--- src/rtl/mpc_kob.sv ---
// Per-channel keep-order buffer: reorders tagged bank load responses into allocation order.
// Optional same-cycle head bypass is enabled by defining MPC_KOB_BYPASS_EN.
module mpc_kob #(
  parameter int         KOB_SIZE   = 8,
  parameter logic [1:0] CHANNEL_ID = 2'd0
) (
  input  logic         clk_i,
  input  logic         rst_i,
  input  logic         alloc_valid_i,
  output logic         alloc_ready_o,
  output logic [2:0]   alloc_rob_id_o,
  input  logic         rsp_valid_i,
  input  logic [132:0] rsp_i,
  output logic         out_valid_o,
  input  logic         out_ready_i,
  output logic [127:0] out_rsp_o,
  output logic [3:0]   occupancy_o,
  output logic         err_o
);
  localparam int ROB_W = $clog2(KOB_SIZE);
  localparam int PW    = ROB_W + 1;

  typedef struct packed {
    logic [1:0]   channel_id;
    logic [2:0]   rob_id;
    logic [127:0] rdata;
  } rc_rsp_t;

  rc_rsp_t rsp;
  assign rsp = rc_rsp_t'(rsp_i);

  logic [PW-1:0]                     head_q, head_d, tail_q, tail_d;
  logic [KOB_SIZE-1:0]               pend_q, pend_d, fill_q, fill_d;
  logic [KOB_SIZE-1:0][127:0]        data_q, data_d;
  logic                              err_q, err_d;

  logic [ROB_W-1:0] hidx, tidx, ridx;
  logic             full, alloc_fire, rsp_legal, vld_reg, pop;

  assign hidx = head_q[ROB_W-1:0];
  assign tidx = tail_q[ROB_W-1:0];
  assign ridx = rsp.rob_id[ROB_W-1:0];

  // Same index with differing wrap bits means every slot is allocated.
  assign full       = (hidx == tidx) && (head_q[ROB_W] != tail_q[ROB_W]);
  assign alloc_fire = alloc_valid_i && !full;

  assign rsp_legal = rsp_valid_i && (rsp.channel_id == CHANNEL_ID) &&
                     (32'(rsp.rob_id) < KOB_SIZE) && pend_q[ridx] && !fill_q[ridx];

  assign vld_reg = pend_q[hidx] & fill_q[hidx];

`ifdef MPC_KOB_BYPASS_EN
  logic byp_hit;
  // A legal hit on the head slot implies fill[head]=0, so it is forwarded straight out.
  assign byp_hit = rsp_legal && (ridx == hidx);

  always_comb begin
    out_valid_o = vld_reg | byp_hit;
    out_rsp_o   = '0;
    if (vld_reg)      out_rsp_o = data_q[hidx];
    else if (byp_hit) out_rsp_o = rsp.rdata;
  end
`else
  always_comb begin
    out_valid_o = vld_reg;
    out_rsp_o   = vld_reg ? data_q[hidx] : '0;
  end
`endif

  assign pop = out_valid_o && out_ready_i;

  assign alloc_ready_o  = !full;
  assign alloc_rob_id_o = 3'(tidx);
  assign occupancy_o    = 4'(tail_q - head_q);
  assign err_o          = err_q;

  // Pop is applied last so a bypassed head fill in the same cycle leaves the slot clear.
  always_comb begin
    head_d = head_q;
    tail_d = tail_q;
    pend_d = pend_q;
    fill_d = fill_q;
    data_d = data_q;
    err_d  = err_q;
    if (alloc_fire) begin
      pend_d[tidx] = 1'b1;
      fill_d[tidx] = 1'b0;
      tail_d       = tail_q + PW'(1);
    end
    if (rsp_legal) begin
      fill_d[ridx] = 1'b1;
      data_d[ridx] = rsp.rdata;
    end else if (rsp_valid_i) begin
      err_d = 1'b1;
    end
    if (pop) begin
      pend_d[hidx] = 1'b0;
      fill_d[hidx] = 1'b0;
      head_d       = head_q + PW'(1);
    end
  end

  always_ff @(posedge clk_i or posedge rst_i) begin
    if (rst_i) begin
      head_q <= '0;
      tail_q <= '0;
      pend_q <= '0;
      fill_q <= '0;
      err_q  <= 1'b0;
    end else begin
      head_q <= head_d;
      tail_q <= tail_d;
      pend_q <= pend_d;
      fill_q <= fill_d;
      err_q  <= err_d;
    end
  end

  // Payload storage is never observed without its fill bit, so it needs no reset.
  always_ff @(posedge clk_i) begin
    data_q <= data_d;
  end
endmodule

--- config.mk ---
export PLATFORM = sky130hd
export DESIGN_NAME = mpc_kob
export DESIGN_NICKNAME = d
export VERILOG_FILES = /design/src/rtl/mpc_kob.sv
export SDC_FILE = /design/constraint.sdc
export NUM_CORES = 1
export LEC_CHECK = 0
export BUFFER_PORTS_ARGS = -buffer_cell sky130_fd_sc_hd__buf_4
export CORE_ASPECT_RATIO = 0.9
export CORE_MARGIN = 3
export CORE_UTILIZATION = 60
export DETAILED_ROUTE_END_ITERATION = 8
export PLACE_DENSITY = 0.87
export SLEW_MARGIN = 20
export SYNTH_ARGS = -nofsm -noshare
export SYNTH_HDL_FRONTEND = slang
export SYNTH_SLANG_ARGS = --single-unit
--- constraint.sdc ---
create_clock -name clk_i -period 40.5 [get_ports clk_i]
set_clock_uncertainty 0.15 [all_clocks]
set_input_delay 10.125 -clock clk_i [delete_from_list [all_inputs] [get_ports clk_i]]
set_output_delay 10.125 -clock clk_i [all_outputs]
set_load 0.1 [all_outputs]
==> metrics.txt <==
post-synthesis simple-gate area fraction=3.10%; pin count of the biggest net entering global routing=123; max-slew violation count=0; post-synthesis cell type count=54; synthesized instance count=1951; Post-synth top flop=edfxtp_1; io pins=276; grt ovf=0; ranking of synthesized cells by area=edfxtp_1 (76%), mux4_2 (14%), nand2_1 (2.5%); internal power=2.08 mW; DP Area=43300 um2; Pwr Total=3.36 mW; Worst-path clk slew=60 ps; slowest CP cell=dfrtp_4; WL per Instance=29.0 um; Via-to-Cell Ratio=6.49; # fillers=3811; initial drt markers=2459; Starting Density=61.1%; nets=2395; Total Routing Usage GR=26.9%; Final Cycle Share=38.1%; slowest stage delay, CP=1000 ps; DIE HEIGHT=252 um; Setup TNS Final=0 ps; CTS tree=done; post-CTS setup buffers=0; maximum vdd drop=0.0000692 V; placer congestion estimate=0.917; critical path arrival=5140 ps; leakage power=15.3 nW; CTS sink cnt=1049; post-synth top area share=76.1%; Tmin final=15420 ps; critical-path cell list=buf_12 -> mux2_2 -> a21oi_1 -> o211ai_4 -> o21ai_4 -> buf_4 -> buf_4 -> a21oi_1 -> buf_4; initial antenna violation count=10; share of cells above drive strength 1=31.4%; final cell count without fillers=3198; reg2reg path depth=6; Post-Synthesis Net Count=2095; Post-synth EDFFs=1024; cell repeated most along the worst path=buf_4; die width=279 um; setup violators final=0; Post-Synth XOR/XNOR Area=0.152%; Worst-Skew Late Latency=650 ps; Tightest Pin Transition=1140 ps; hpwl dp=50.9 mm; IO Port Bufs=275; Achievable Freq=0.0649 GHz; largest family of logic cells by synthesized area=multiplexers; DRC=0; vias in the first global route=21900; logic gate share of total power=36.2%; CTS root buffer=clkbuf_16; H-tree Lvls=3; PostCTS Resize Cnt=0; drt first pass iters=8; first-pass GRT wire length=139 mm; Hold-fix buffers, CTS=0; Synth-to-Final Area Change=14.9%; Max Cap Violations=0; critical-path maximum fanout=122; commonest non-fill, non-tap cells in the layout=edfxtp_1 (1024), buf_4 (304), nand2_1 (269), mux4_2 (256), a21oi_1 (136); Mapped Area=40400 um2; CP required=30230 ps; core area=66100 um2; P_sw=1.29 mW; total number of vias=20800; leading cell type in the layout, fill and taps excluded=edfxtp_1; Max-slew headroom=23.7%; switch share=38.3%; Final Hold Viols=0; type of the worst min-delay path=register to register; Crit Path Class=register to output port; Yosys reg bits=1049; crit end category=output port; Pwr per Cell Area=72.4 nW/um2; CTS Buffer Depth=3; cts bufs inserted=98; Cells after DPL=3015; drt total wl=92.7 mm; area leader, netlist=edfxtp_1; post-route cell area=46400 um2; final worst-path setup slack=25080 ps; RSZ-0062 raised after global routing=false; asr flop ratio synth=2.38%; dpl ws=25680 ps; hold path cells=1; outcome=completed; Compound-Gate Fraction of Synth Area=2.59%; Routed Antenna Nets=0; power share of the sequential group=37.4%; Clk pwr share=26.4%; startpoint types=register; Avg Synthesized Cell Area=20.7 um2; post-synthesis adder-cell area fraction=0.204%; mux cell area share after synthesis=14.6%; Syn. warnings=0; sequential area share after synthesis=77.7%; DIE AREA=70500 um2; Std-Cell Rows=89
state kept, by name (all words and copies together) (netlist names):
| signal | flops |
|---|---|
| pend_q | 8 |
| tail_q | 4 |
| err_o | 1 |
| fill_q | 8 |
| head_q | 4 |
| data_q | 1024 |
worst max-delay path, delay by kind of cell, from the launching register on:
family          cells  cell delay, ps
compound gates      4             630
buf+inv             4            2200
flops               1            1000
mux                 1             420
cells by family after synthesis:
kind of cell | Yosys count
compound gates | 180
xor+xnor | 7
fa+ha+maj | 6
buf+inv | 127
flops | 1049
mux | 267
simple gates | 315
cell usage after synthesis (all sizes together) (5+ instances only):
| cell | instances |
|---|---|
| clkbuf | 35 |
| o22a | 5 |
| inv | 18 |
| edfxtp | 1024 |
| ha | 5 |
| a21oi | 138 |
| buf | 74 |
| xnor2 | 6 |
| nand2 | 269 |
| nor2 | 19 |
| dfrtp | 25 |
| mux4 | 257 |
| o21ai | 5 |
| mux2i | 6 |
| nand3 | 8 |
| a31oi | 6 |
metrics by stage:
step / utilization [%] / hold slack [ps]
global route: 70.2 / 397
floorplan: - / 312
detailed placement: 65.4 / 343
finish: 70.2 / 386
global placement: 65.4 / 326
CTS: 70.1 / 381
worst paths after layout:
kind,to,slack (ps),start
max,out_rsp_o[68],25080,head_q[0]
max reg2reg,data_q[144],35920,pend_q[4]
max in group asynchronous,head_q[2],29940,rst_i
min,tail_q[3],390,tail_q[3]
min reg2reg,tail_q[3],390,tail_q[3]
min in group asynchronous,tail_q[0],9550,rst_i
power by group through the flow:
stage	combinational (mW)	clock (mW)	sequential, mW
2_1_floorplan	0.974	0	1.25
3_3_place_gp	1.19	0	1.28
3_5_place_dp	1.21	0	1.28
4_1_cts	1.22	0.901	1.26
5_1_grt	1.27	0.940	1.26
6_report	1.22	0.887	1.26
final cells by class:
cell class | count | area, um2 | area share, %
tap | 864 | 1080 | 2.33
timing repair buffer | 309 | 2360 | 5.09
inverter | 18 | 80.1 | 0.173
sequential | 1049 | 31400 | 67.6
multi-input combinational | 775 | 8380 | 18.0
clock buffer | 122 | 2580 | 5.57
antenna | 7 | 17.5 | 0.0377
clock inverter | 54 | 533 | 1.15
layer usage:
layer | global-route usage, % | up-vias | part of all wire, %
met4 | 9.58 | 8 | 3.2
met5 | 0 | - | 0.058
li1 | - | 8522 | -
met1 | 36.7 | 10800 | 37
met3 | 6.36 | 239 | 9.8
met2 | 43.6 | 1156 | 50
Power figures use the tool's default switching activity.
